## config.mk

```make
export PLATFORM = sky130hd
export DESIGN_NAME = entrada_condicionada
export DESIGN_NICKNAME = d
export VERILOG_FILES = /design/src/rtl/entrada_condicionada.sv
export SDC_FILE = /design/constraint.sdc
export NUM_CORES = 1
export LEC_CHECK = 0
export CELL_PAD_IN_SITES_DETAIL_PLACEMENT = 1
export CELL_PAD_IN_SITES_GLOBAL_PLACEMENT = 1
export CORE_MARGIN = 4
export CORE_UTILIZATION = 50
export CTS_CLUSTER_DIAMETER = 150
export DETAILED_ROUTE_END_ITERATION = 10
export PLACE_DENSITY_LB_ADDON = 0.1
export RECOVER_POWER = 50
export SYNTH_ARGS = -nofsm -noshare
export SYNTH_HDL_FRONTEND = slang
export SYNTH_SLANG_ARGS = --single-unit
```

## constraint.sdc

```tcl
create_clock -name clk50 -period 2.9 [get_ports clk50]
set_input_delay 0.58 -clock clk50 [delete_from_list [all_inputs] [get_ports clk50]]
set_output_delay 0.58 -clock clk50 [all_outputs]
set_load 0.02 [all_outputs]
```

## src/rtl/entrada_condicionada.sv

```systemverilog
// Push-button input conditioning: per-channel two-flop synchroniser, polarity
// normalisation, counter debounce, press/release pulses and optional auto-repeat.
module entrada_condicionada #(
    parameter int N_CH       = 4,
    parameter bit ACTIVE_LOW = 1'b1,
    parameter int DEB_CYCLES = 500000,
    parameter int REP_DELAY  = 25000000,
    parameter int REP_PERIOD = 5000000
) (
    input  logic            clk50,
    input  logic            rst_n,
    input  logic [N_CH-1:0] btn_in,
    input  logic [N_CH-1:0] rep_en,
    output logic [N_CH-1:0] btn_level,
    output logic [N_CH-1:0] btn_press,
    output logic [N_CH-1:0] btn_release
);

    localparam int HOLD_MAX = (REP_DELAY > REP_PERIOD) ? REP_DELAY : REP_PERIOD;
    localparam int DEB_W    = $clog2(DEB_CYCLES);
    localparam int HOLD_W   = $clog2(HOLD_MAX);

    localparam logic [DEB_W-1:0]  DEB_LAST    = DEB_W'(DEB_CYCLES - 1);
    localparam logic [HOLD_W-1:0] DELAY_LAST  = HOLD_W'(REP_DELAY - 1);
    localparam logic [HOLD_W-1:0] PERIOD_LAST = HOLD_W'(REP_PERIOD - 1);

    typedef enum logic [1:0] {
        IDLE   = 2'd0,
        DELAY  = 2'd1,
        PERIOD = 2'd2
    } rep_state_t;

    for (genvar gi = 0; gi < N_CH; gi++) begin : g_ch
        logic              raw_norm;
        logic              s1_reg;
        logic              s2_reg;
        logic              level_reg;
        logic              level_next;
        logic              press_reg;
        logic              press_next;
        logic              rel_reg;
        logic              rel_next;
        logic [DEB_W-1:0]  deb_cnt_reg;
        logic [DEB_W-1:0]  deb_cnt_next;
        logic [HOLD_W-1:0] hold_cnt_reg;
        logic [HOLD_W-1:0] hold_cnt_next;
        rep_state_t        state_reg;
        rep_state_t        state_next;
        logic              rep_pulse;

        // After normalisation 1 always means pressed, whatever the board wiring.
        assign raw_norm = btn_in[gi] ^ ACTIVE_LOW;

        always_comb begin
            level_next   = level_reg;
            deb_cnt_next = deb_cnt_reg;
            if (s2_reg == level_reg) begin
                deb_cnt_next = '0;
            end else if (deb_cnt_reg == DEB_LAST) begin
                level_next   = s2_reg;
                deb_cnt_next = '0;
            end else begin
                deb_cnt_next = deb_cnt_reg + 1'b1;
            end
        end

        // The FSM looks at the level being registered this edge, so a release
        // landing on a terminal count silences the repeat in the same cycle.
        always_comb begin
            state_next    = state_reg;
            hold_cnt_next = hold_cnt_reg;
            rep_pulse     = 1'b0;
            if (!level_next || !rep_en[gi]) begin
                state_next    = IDLE;
                hold_cnt_next = '0;
            end else begin
                case (state_reg)
                    IDLE: begin
                        state_next    = DELAY;
                        hold_cnt_next = '0;
                    end
                    DELAY: begin
                        if (hold_cnt_reg == DELAY_LAST) begin
                            rep_pulse     = 1'b1;
                            hold_cnt_next = '0;
                            state_next    = PERIOD;
                        end else begin
                            hold_cnt_next = hold_cnt_reg + 1'b1;
                        end
                    end
                    PERIOD: begin
                        if (hold_cnt_reg == PERIOD_LAST) begin
                            rep_pulse     = 1'b1;
                            hold_cnt_next = '0;
                        end else begin
                            hold_cnt_next = hold_cnt_reg + 1'b1;
                        end
                    end
                    default: begin
                        state_next    = IDLE;
                        hold_cnt_next = '0;
                    end
                endcase
            end
        end

        // A rising level implies the FSM was idle, so rise and repeat never stack.
        assign press_next = (level_next & ~level_reg) | rep_pulse;
        assign rel_next   = ~level_next & level_reg;

        always_ff @(posedge clk50 or negedge rst_n) begin
            if (!rst_n) begin
                s1_reg       <= 1'b0;
                s2_reg       <= 1'b0;
                level_reg    <= 1'b0;
                press_reg    <= 1'b0;
                rel_reg      <= 1'b0;
                deb_cnt_reg  <= '0;
                hold_cnt_reg <= '0;
                state_reg    <= IDLE;
            end else begin
                s1_reg       <= raw_norm;
                s2_reg       <= s1_reg;
                level_reg    <= level_next;
                press_reg    <= press_next;
                rel_reg      <= rel_next;
                deb_cnt_reg  <= deb_cnt_next;
                hold_cnt_reg <= hold_cnt_next;
                state_reg    <= state_next;
            end
        end

        assign btn_level[gi]   = level_reg;
        assign btn_press[gi]   = press_reg;
        assign btn_release[gi] = rel_reg;
    end

endmodule

```

# --- After elaboration in Yosys (flattened, before gate mapping) ---
# Index checks and enable logic that the tools add are counted.
totals:
  register_bits: 204
  latch_bits: 0
  mem_bits_rw: 0
  mem_bits_ro: 0
  input_bits: 10
  output_inout_bits: 12
  elab_cells: 176
  memories: 0
classes:
  addsub: 8
  n_mul: 0
  div_mod_pow: 0
  order_cmp: 0
  n_eq_ne: 32
  shift: 0
  muxes: 60
  bitwise: 24
  reduce_logical: 20
ops:
  columns: ["op", "n"]
  rows:
  - ["25-bit 2-to-1 mux", 12]
  - ["25-bit case mux with 2 select lines", 4]
  - ["19-bit 2-to-1 mux", 8]
  - ["25-bit by 1-bit adder with 25-bit output (second input constant)", 4]
  - ["25-bit by 23-bit equality test with 1-bit output (second input constant)", 4]
  - ["25-bit equality test (second input constant)", 4]
  - ["19-bit by 1-bit adder with 19-bit output (second input constant)", 4]
  - ["19-bit equality test (second input constant)", 4]
  - ["2-bit case mux with 3 select lines", 4]
  - ["1-bit 2-to-1 mux", 20]
  - ["2-bit 2-to-1 mux", 8]
  - ["3-bit inequality test (second input constant)", 4]
  - ["1-bit NOT", 12]
  - ["1-bit AND", 8]
  - ["2-bit by 1-bit equality test with 1-bit output (second input constant)", 4]
  - ["2-bit equality test (second input constant)", 4]
  - ["1-bit zero test", 8]
  - ["2-bit zero test", 4]
  - ["2-bit inequality test (second input constant)", 4]
  - ["1-bit case mux with 2 select lines", 4]
  - ["2-bit AND reduction", 4]
  - ["1-bit equality test", 4]
  - ["1-bit logical OR", 4]
  - ["1-bit bitwise OR", 4]

# --- Longest topological paths before layout ---
# Gate-level depths: netlist of run 1.
logic_depth:
  ltp_word: 7
  ltp_mapped: 7
  depth_no_buf: 6

# --- Worst setup path before layout of run 1 ---
# Ideal clock, no wire load.
synth_timing:
  path_type: "reg2reg"
  startpoint: "register g_ch[3].hold_cnt_reg[10]"
  endpoint: "register g_ch[3].hold_cnt_reg[20]"
  setup_ps: 119
  arrival_time_ps: 2024
  t_required_ps: 2781
  path_slack_ps: 757
  stages_incl_launch_ff: 7
  path_buffers: 1
  synth_period_minus_slack_ps: 2143
  path_cell_list: "dfrtp_1 > or4_1 > or4_1 > o21ai_1 > a22o_4 > buf_4 > nor2_1"
synth_between:
  elab_chain_len: 4
  elab_cells_between_ends: 7
  classes_between: "add/sub: 1; eq/ne: 2; mux: 4"
synth_lines:
  columns: ["element", "line", "rtl"]
  rows:
  - ["start, declared", "45", "logic [HOLD_W-1:0] hold_cnt_reg;"]
  - ["start signal, assigned", "128", "hold_cnt_reg <= hold_cnt_next;"]
  - ["25-bit by 1-bit adder with 25-bit output (tied with other cells)", "88, 96", null]
  - ["25-bit 2-to-1 mux (on tied branches)", "92, 83", null]
  - ["25-bit case mux with 2 select lines (*)", "77", "case (state_reg)"]
  - ["25-bit 2-to-1 mux (*)", "73", "if (!level_next || !rep_en[gi]) begin"]
  - ["via g_ch[3].hold_cnt_next[20]", "46", "logic [HOLD_W-1:0] hold_cnt_next;"]
# Mark *: on every way through the listed nets, which the timed path passes. The rest lies on a longest branch.
# A chain may end at the register's enable or synchronous reset.

# --- Worst setup path in the final report of run 1 ---
layout_timing:
  startpoint: "register g_ch[0].hold_cnt_reg[0]"
  endpoint: "register g_ch[0].hold_cnt_reg[2]"
layout_between:
  elab_chain_len: 4
  elab_cells_between_ends: 7
  classes_between: "add/sub: 1; eq/ne: 2; mux: 4"
layout_lines:
  columns: ["element", "line"]
  rows:
  - ["start, declared", "45"]
  - ["start signal, assigned", "128"]
  - ["25-bit by 1-bit adder with 25-bit output (tied with other cells)", "88, 96"]
  - ["25-bit 2-to-1 mux (on tied branches)", "92, 83"]
  - ["25-bit case mux with 2 select lines (*)", "77"]
  - ["25-bit 2-to-1 mux (*)", "73"]
  - ["via g_ch[0].hold_cnt_next[2]", "46"]
# Marked as above.

==> results of run 1 <==
-- per-layer routing --
metal	up-vias	routed length, um
met5	-	0
met4	0	354
met3	32	601
met2	80	11200
met1	3856	10800
li1	3723	-
-- placed cells by master, fill, tap and decap left out, drive strengths merged, types with 16 or more instances in the layout --
cell,instances
ha,24
dfrtp,204
inv,46
clkbuf,41
nand2,59
o21ai,16
clkdlybuf4s50,16
nor3,75
nand3,82
nand4,43
and4,16
nor2,160
nor4,20
and3,21
xnor2,67
xor2,96
-- power breakdown --
part	internal (mW)	switching, mW
Clock	2.07	1.20
Combinational	0.0311	0.0919
Sequential	2.87	0.0177
Total	4.96	1.31
-- area by class of cell --
type / count / area share
sequential: 204 / 0.433
clock inverter: 10 / 0.0154
timing repair buffer: 41 / 0.0279
multi-input combinational: 777 / 0.424
clock buffer: 32 / 0.0570
tap: 270 / 0.0286
inverter: 46 / 0.0146
-- cells by family after synthesis --
kind of cell | share of synthesized area
AOI/OAI and AO/OA | 0.0333
xor gates and xnor gates | 0.136
DFF | 0.487
adders and majority gates | 0.0287
buffers and inverters | 0.0363
muxes | 0.00191
and+or+nand+nor | 0.277
-- how the worst max path moves through the flow --
stage / startpoint / to / slack (ps)
after global routing: rst_n / g_ch[1].hold_cnt_reg[14]$_DFF_PN0_ / 210
after floorplan: g_ch[3].hold_cnt_reg[10]$_DFF_PN0_ / g_ch[3].hold_cnt_reg[20]$_DFF_PN0_ / 760
final: g_ch[0].hold_cnt_reg[0]$_DFF_PN0_ / g_ch[0].hold_cnt_reg[2]$_DFF_PN0_ / 480
after detailed placement: g_ch[0].hold_cnt_reg[0]$_DFF_PN0_ / g_ch[0].hold_cnt_reg[4]$_DFF_PN0_ / 520
after global placement: g_ch[2].hold_cnt_reg[10]$_DFF_PN0_ / g_ch[2].hold_cnt_reg[12]$_DFF_PN0_ / 580
after CTS: g_ch[0].hold_cnt_reg[0]$_DFF_PN0_ / g_ch[0].hold_cnt_reg[24]$_DFF_PN0_ / 490
-- metrics by stage --
step | instance area [um^2] | instances
2_1_floorplan | 10500 | 1062
3_3_place_gp | 11000 | 1338
3_5_place_dp | 11000 | 1338
4_1_cts | 11800 | 1380
5_1_grt | 11800 | 1380
6_report | 11800 | 1380
==> out/results.ini, run 1 <==
[routing]
first_iter_violations = 229
vias = 7691
ant_nets = 0
drtPass1Iterations = 4
wl_per_cell_um = 16.7
finalWirelength_mm = 23.0
viasPerCell = 5.57
route.detailed.drc = 0

[grt]
antenna_found_initial = 0
grt_usage = 0.202
grt_overflow = 0
grt_pass1_vias = 8371
grt_pass1_wl_mm = 41.0
grt_util_met3 = 0.0295
grt_most_used_layer = met2
met1_usage = 0.281
grtUsageMet2 = 0.338
grt_max_degree = 60

[yosys]
ys.flop_type = dfrtp_1
synth_top_cells_by_area = dfrtp_1, xor2_1, nor2_1, xnor2_1, nand3_1
yosys.cell_types.count = 60
synth_seq_cells = 204
synth_top_area_frac = 0.487
netlist_top_cells_count = dfrtp_1, nor2_1, xor2_1
synthCells = 1062
ys_seq_area_frac = 0.487
syn_avg_cell_area_um2 = 9.87
synth_top_area_cell = dfrtp_1
yosys_warnings = 0
synth_fp_nets = 1096
synth_edf_count = 0
yosysMostFrequentCell = dfrtp_1
async_reset_ff_frac = 1.00
syn-cell-area_um2 = 10500

[cts]
htreeDepth = 1
hold_buffers = 0
clk_pin_slew_ps = 60
cts_resized = 0
clockBufferDepth = 3
clk_latency_ps = 520
numCtsBuffers = 24
cts-root-buf = clkbuf_16
post_cts_buffers = 0
numClockSinks = 204
cts_tree = built

[floorplanning]
std_cell_rows = 52
core_area_um2 = 20400
die_h_um = 153
ios = 22
start_util = 0.513
dieArea_um2 = 23300
die_w_um = 153

[final_layout]
nNetsFinal = 1128
syn2layout_area_growth_pct = 12.5
largest_reg_flops = 100
antenna_cells = 0
multiInputGateArea_um2 = 4990
seqCellArea_um2 = 5100
drive_above_1_share = 0.0820
fin_util = 0.577
nFillCells = 2286

[critical_path]
r2r_setup_slack_ps = 480
rr_endpoint = g_ch[0].hold_cnt_reg[2]$_DFF_PN0_
end_kind = flop
arrival_ps = 2800
critPathBufInv = 1
worstSetupStartpointType = flop
crit_chain = ha_1, and4_1, nand4_1, o41a_1, o22ai_2, buf_4, nor3_1
critPathMaxFanout = 24
path_delay_family = compound AO/OA/AOI/OAI gates
crit_type = flop to flop
slowest_delay_ps = 560
slowest_stage = o41a_1
worstPathRequired_ps = 3290
r2r_cells = 7
regToRegStartpoint = g_ch[0].hold_cnt_reg[0]$_DFF_PN0_
cp_num_cells = 7

[placement]
gp_congestion = 0.754
port_buffers = 21
place_hpwl_mm = 15.5
dp_slack_ps = 516

[sta]
fin_ws_ps = 484
rsz0062_at_grt = false
finalSetupViolCount = 0
max_freq_ghz = 0.414
worst_pin_slew_ps = 1520
relSlewSlack = -0.0104
fin_skew_ps = 12.8
slew_violations = 60
hold_slack_ps = 347
hold_violations = 0
period_minus_slack_ps = 2420
final.setup.tns_ps = 0
post-route-period-util = 0.833

[hold_path]
min_to = g_ch[1].s2_reg$_DFF_PN0_
hold_class = flop to flop
whs_path_depth = 0
worstHoldStart = g_ch[1].s1_reg$_DFF_PN0_

[pwr]
leakagePower_nw = 4.71
power_density_nw_per_um2 = 532
power.ir.vdd_worst_v = 0.000437
power_mw = 6.27

[flow_run]
cap_violations = 1

[outcome]
outcome = finished with violations
violations = max-capacitance violations, max-slew violations

Note: power is estimated with default switching activity, not from simulation.
==> inputs of run 2 (changes only) <==
--- a/config.mk
+++ b/config.mk
@@ -8,7 +8,7 @@
 export CELL_PAD_IN_SITES_DETAIL_PLACEMENT = 1
 export CELL_PAD_IN_SITES_GLOBAL_PLACEMENT = 1
 export CORE_MARGIN = 4
-export CORE_UTILIZATION = 50
+export CORE_UTILIZATION = 45
 export CTS_CLUSTER_DIAMETER = 150
 export DETAILED_ROUTE_END_ITERATION = 10
 export PLACE_DENSITY_LB_ADDON = 0.1
==> constraint.sdc (replaced) <==
create_clock -name clk50 -period 2.12 [get_ports clk50]
set_input_delay 0.424 -clock clk50 [delete_from_list [all_inputs] [get_ports clk50]]
set_output_delay 0.424 -clock clk50 [all_outputs]
set_load 0.02 [all_outputs]
==> run 2 against run 1 <==
The run ends with negative setup slack left. Setup slack worse by 530 ps. Sequential cell count stayed put. First-iteration DRC count increased by 21%. Non-clock buffer count rose by 78. Maximum frequency up 11%. Hold slack better by 12 ps. Design area grew 8.1%. Via count increased by 4.5%. Clock power grew 21%. Utilization fell by 1.7 points. Critical path depth fell by 1. Clock skew down 4.1 ps.
==> out/results.ini, run 2 (same netlist as run 1, synthesis figures left out) <==
[outcome]
outcome = finished with violations
violations = negative setup slack

[grt]
antenna_found_initial = 0  ; unchanged
grt_usage = 0.190  ; -0.0118
grt_overflow = 0  ; unchanged
grt_max_degree = 59  ; -1.7%
grt_pass1_wl_mm = 42.0  ; +2.4%
grt_pass1_vias = 8498  ; +1.5%

[placement]
port_buffers = 21  ; unchanged
place_hpwl_mm = 16.2  ; +4.4%
post-place-cells = 1450  ; +8.4%
place_area_um2 = 11700  ; +6.1%
gp_congestion = 0.780  ; +3.5%

[sta]
relSlewSlack = 0.0365  ; +0.0469
rsz0062_at_grt = true
fin_skew_ps = 8.73  ; -4.11 ps
worst_pin_slew_ps = 1450  ; -70.3 ps
post-route-period-util = 1.02  ; +0.190
period_minus_slack_ps = 2170  ; -246 ps
slew_violations = 0  ; -100%
fin_ws_ps = -49.3  ; -534 ps
hold_violations = 0  ; unchanged
max_freq_ghz = 0.461  ; +11%
finalSetupViolCount = 22  ; +22

[critical_path]
r2r_cells = 6  ; -1
crit_top_cell = or4_4
critPathBufInv = 1  ; unchanged
cp-startpoint = g_ch[0].deb_cnt_reg[6]$_DFF_PN0_
rr_endpoint = g_ch[0].hold_cnt_reg[2]$_DFF_PN0_
end_kind = flop
crit_type = flop to flop
regToRegStartpoint = g_ch[0].deb_cnt_reg[6]$_DFF_PN0_
arrival_ps = 2590  ; -210 ps
worstPathRequired_ps = 2540  ; -750 ps
worstSetupStartpointType = flop
critPathMaxFanout = 24  ; unchanged
r2r_setup_slack_ps = -50  ; -530 ps
slowest_delay_ps = 540  ; -20 ps
slowest_stage = or4_4
path_delay_family = simple AND/OR/NAND/NOR gates
crit_chain = or4_4, or4_4, nor3_4, o22ai_2, buf_12, nor3_1

[final_layout]
drive_above_1_share = 0.172  ; +0.0904
antenna_cells = 0  ; unchanged
syn2layout_area_growth_pct = 21.7
fin_util = 0.560  ; -0.0173
final_common_cell = dfrtp_1
final_area_um2 = 12800  ; +8.1%
largest_reg_flops = 100  ; unchanged
final_cell_mix = dfrtp_1, nor2_1, xor2_1
final_cells = 1502  ; +8.8%
nNetsFinal = 1209  ; +7.2%

[floorplanning]
dieArea_um2 = 25800  ; +11%
core_area_um2 = 22800  ; +11%
std_cell_rows = 55  ; +5.8%
die_h_um = 161  ; +5.1%
die_w_um = 161  ; +5.1%
ios = 22  ; unchanged
start_util = 0.460  ; -0.0529

[hold_path]
whs_path_depth = 0  ; unchanged
hold_class = flop to flop
worstHoldStart = g_ch[2].s1_reg$_DFF_PN0_
min_to = g_ch[2].s2_reg$_DFF_PN0_

[cts]
clk_latency_ps = 510  ; about the same
clockBufferDepth = 3  ; unchanged
numCtsBuffers = 24  ; unchanged
cts_tree = built
htreeDepth = 1  ; unchanged
numClockSinks = 204  ; unchanged
clk_pin_slew_ps = 60  ; about the same
cts-root-buf = clkbuf_16

[routing]
wl_per_cell_um = 16.4  ; -1.7%
vias = 8038  ; +4.5%
ant_nets = 0  ; unchanged
drtPass1Iterations = 4  ; unchanged
route.detailed.drc = 0  ; unchanged
viasPerCell = 5.35  ; -4.0%
finalWirelength_mm = 24.6  ; +7.0%
first_iter_violations = 276  ; +21%

[pwr]
combPwrFrac = 0.023  ; +0.003
power_switching_mw = 1.75  ; +34%
power_density_nw_per_um2 = 635  ; +19%
clkPwrFrac = 0.489  ; -0.032
leakagePower_nw = 5.19  ; +10%
pwr-share-seq = 0.487  ; +0.027
power.ir.vdd_worst_v = 0.000588  ; +34%
p_int_mw = 6.35  ; +28%
power_switching_share = 0.216  ; +0.00728

[flow_run]
cap_violations = 0  ; -1

## run 2: per-stage QoR
| stage | setup WS, ps | setup TNS (ps) | power (mW) | hold slack, ps |
|---|---|---|---|---|
| after floorplan | -3.08 | -54.1 | 4.06 | 128 |
| after global placement | -40.7 | -618 | 4.21 | 333 |
| after detailed placement | -61.8 | -1800 | 4.21 | 342 |
| after CTS | -59.4 | -675 | 8.23 | 365 |
| after global routing | -124 | -3130 | 8.44 | 367 |
| final | -49.3 | -368 | 8.10 | 359 |
## run 2: worst max-delay path by stage
| stage | end | slack, ps | depth (start not counted) |
|---|---|---|---|
| floorplan | g_ch[0].hold_cnt_reg[10]$_DFF_PN0_ | -3 | 6 |
| detailed placement | g_ch[0].hold_cnt_reg[2]$_DFF_PN0_ | -60 | 6 |
| CTS | g_ch[0].hold_cnt_reg[2]$_DFF_PN0_ | -60 | 6 |
| global route | g_ch[0].hold_cnt_reg[9]$_DFF_PN0_ | -120 | 6 |
| global placement | g_ch[0].hold_cnt_reg[4]$_DFF_PN0_ | -40 | 6 |
| finish | g_ch[0].hold_cnt_reg[2]$_DFF_PN0_ | -50 | 6 |
## run 2: repair_timing
item,CTS,global route
gates resized for setup,11,31
endpoints found under the hold margin,55,0
hold buffers,1,0
buffers inserted,0,6
endpoints found under the setup margin,52,117
pin swaps,3,13
cloned,0,5
## run 2: final cells by class
| class | count | area (um^2) |
|---|---|---|
| Clock buffer | 33 | 686 |
| Clock inverter | 7 | 66.3 |
| Fill cell | 2501 | 10000 |
| Inverter | 46 | 173 |
| Multi-Input combinational cell | 780 | 5250 |
| Sequential cell | 204 | 5100 |
| Tap cell | 313 | 392 |
| Timing Repair Buffer | 119 | 1080 |
## run 2: layer usage
metal / global-route usage / share of wire / vias to the layer above
met5: 0 / 0 / -
met4: 0.0368 / 0.018 / 0
met3: 0.0257 / 0.020 / 31
met2: 0.330 / 0.50 / 58
met1: 0.257 / 0.46 / 4035
li1: - / - / 3914
## run 2: power groups by stage
stage / Sequential, mW / Combinational, mW / Clock (mW)
4_1_cts: 3.95 / 0.202 / 4.08
3_5_place_dp: 4.02 / 0.197 / 0
2_1_floorplan: 4.01 / 0.0533 / 0
5_1_grt: 3.95 / 0.222 / 4.27
3_3_place_gp: 4.01 / 0.193 / 0
6_report: 3.95 / 0.190 / 3.96
==> inputs of run 3 (changes only) <==
--- a/config.mk
+++ b/config.mk
@@ -11,8 +11,10 @@
 export CORE_UTILIZATION = 45
 export CTS_CLUSTER_DIAMETER = 150
 export DETAILED_ROUTE_END_ITERATION = 10
+export GPL_ROUTABILITY_DRIVEN = 1
 export PLACE_DENSITY_LB_ADDON = 0.1
 export RECOVER_POWER = 50
+export SETUP_SLACK_MARGIN = 0.2
 export SYNTH_ARGS = -nofsm -noshare
 export SYNTH_HDL_FRONTEND = slang
 export SYNTH_SLANG_ARGS = --single-unit
==> run 3 against run 2 <==
Design area grew 11%. Final cell count grew 2.5%. Non-clock buffer count grew 35. Global-route usage grew 1.7 points. Sequential cell count is the same. Combinational power grew 18%. Wire length grew 17%. The flow still finishes with violations (negative setup slack). Clock skew grew 9.4 ps.
==> out/results.ini, run 3 (same netlist as run 1, synthesis figures left out) <==
[grt]
grt_usage = 0.207  ; +0.0168
grt_pass1_vias = 8909  ; +4.8%
antenna_found_initial = 0  ; unchanged
grt_max_degree = 62  ; +5.1%
grt_overflow = 0  ; unchanged
grt_pass1_wl_mm = 45.2  ; +7.6%

[final_layout]
drive_above_1_share = 0.299  ; +0.127
syn2layout_area_growth_pct = 35.0
final_common_cell = dfrtp_1
largest_reg_flops = 100  ; unchanged
final_cells = 1540  ; +2.5%
final_cell_mix = dfrtp_1, nor2_1, buf_4
final_area_um2 = 14100  ; +11%
fin_util = 0.621  ; +0.0612
nNetsFinal = 1244  ; +2.9%
antenna_cells = 0  ; unchanged

[routing]
viasPerCell = 5.48  ; +2.3%
finalWirelength_mm = 28.7  ; +17%
vias = 8432  ; +4.9%
route.detailed.drc = 0  ; unchanged
drtPass1Iterations = 5  ; +1
wl_per_cell_um = 18.6  ; +14%
first_iter_violations = 408  ; +48%
ant_nets = 0  ; unchanged

[cts]
numCtsBuffers = 24  ; unchanged
clockBufferDepth = 3  ; unchanged
cts-root-buf = clkbuf_16
htreeDepth = 1  ; unchanged
clk_latency_ps = 520  ; about the same
numClockSinks = 204  ; unchanged
cts_tree = built
clk_pin_slew_ps = 60  ; about the same

[critical_path]
end_kind = flop
worstSetupStartpointType = flop
arrival_ps = 2610  ; +20 ps
critPathMaxFanout = 7  ; -71%
crit_type = flop to flop
worstPathRequired_ps = 2510  ; -30 ps

[floorplanning]
die_h_um = 161  ; unchanged
core_area_um2 = 22800  ; unchanged
std_cell_rows = 55  ; unchanged
ios = 22  ; unchanged
start_util = 0.460  ; unchanged
dieArea_um2 = 25800  ; unchanged
die_w_um = 161  ; unchanged

[sta]
period_minus_slack_ps = 2220  ; +52.2 ps
finalSetupViolCount = 35  ; +59%
slew_violations = 0  ; unchanged
max_freq_ghz = 0.450  ; -2.4%
hold_slack_ps = 346  ; -13.0 ps
fin_skew_ps = 18.1  ; +9.35 ps
hold_violations = 0  ; unchanged
worst_pin_slew_ps = 1350  ; -92.5 ps
fin_ws_ps = -102  ; -52.2 ps
final.setup.tns_ps = -1020  ; -650 ps
rsz0062_at_grt = true
post-route-period-util = 1.05  ; +0.0246
relSlewSlack = 0.0981  ; +0.0616

[placement]
dp_slack_ps = -62.8  ; -1.03 ps
place_area_um2 = 11700  ; +0.16%
port_buffers = 21  ; unchanged
gp_congestion = 0.778  ; -0.22%
post-place-cells = 1439  ; -0.76%
place_hpwl_mm = 16.0  ; -0.92%

[pwr]
power_density_nw_per_um2 = 587  ; -7.5%
power.ir.vdd_worst_v = 0.000632  ; +7.5%
leakagePower_nw = 5.95  ; +15%
power_mw = 8.31  ; +2.6%

[flow_run]
cap_violations = 0  ; unchanged

[hold_path]
hold_class = flop to flop

[outcome]
outcome = finished with violations
violations = negative setup slack

## run 3: worst paths after layout
path | from | endpoint | slack [ps] | depth (start not counted)
worst max-delay path | g_ch[3].hold_cnt_reg[3]$_DFF_PN0_ | g_ch[3].hold_cnt_reg[23]$_DFF_PN0_ | -100 | 5
worst min-delay path | g_ch[1].s1_reg$_DFF_PN0_ | g_ch[1].s2_reg$_DFF_PN0_ | 350 | 0
worst max register to register | g_ch[3].hold_cnt_reg[3]$_DFF_PN0_ | g_ch[3].hold_cnt_reg[23]$_DFF_PN0_ | -100 | 5
worst min register to register | g_ch[1].s1_reg$_DFF_PN0_ | g_ch[1].s2_reg$_DFF_PN0_ | 350 | 0
max in group asynchronous | rst_n | g_ch[0].hold_cnt_reg[7]$_DFF_PN0_ | 280 | 3
min in group asynchronous | rst_n | g_ch[1].deb_cnt_reg[0]$_DFF_PN0_ | 850 | 2
## run 3: worst max-delay path, cell delays in order (launching register included)
cell and delay (ps):
dfrtp_1 440, nand2_1 140, or4_1 750, nor4_1 410, xnor2_1 260, nor2_2 90
## run 3: report_power, final
group	internal (mW)	switching [mW]
clock	2.51	1.62
sequential	3.92	0.0293
combinational	0.0790	0.146
## run 3: area by class of cell
| type | count | area, um^2 |
|---|---|---|
| clock buffers | 37 | 741 |
| clock inverters | 6 | 55.1 |
| fillers | 2401 | 8630 |
| inverters | 46 | 173 |
| multi-input cells | 780 | 6170 |
| flip-flops and latches | 204 | 5110 |
| well taps | 313 | 392 |
| repair buffers | 154 | 1510 |
## run 3: timing repair
action / 4_1_cts / 5_1_grt
endpoints found under the hold margin: 21 / 0
setup endpoints to repair: 138 / 172
setup buffers: 20 / 25
gates resized for setup: 77 / 176
hold buffers: 1 / 0
pin swaps: 27 / 75
cloned: 5 / 7
## run 3: per-layer routing
layer  global-route usage  share of wire
met5                    0              0
met1                0.279           0.45
met3               0.0272          0.021
met2                0.356           0.51
met4               0.0501          0.020
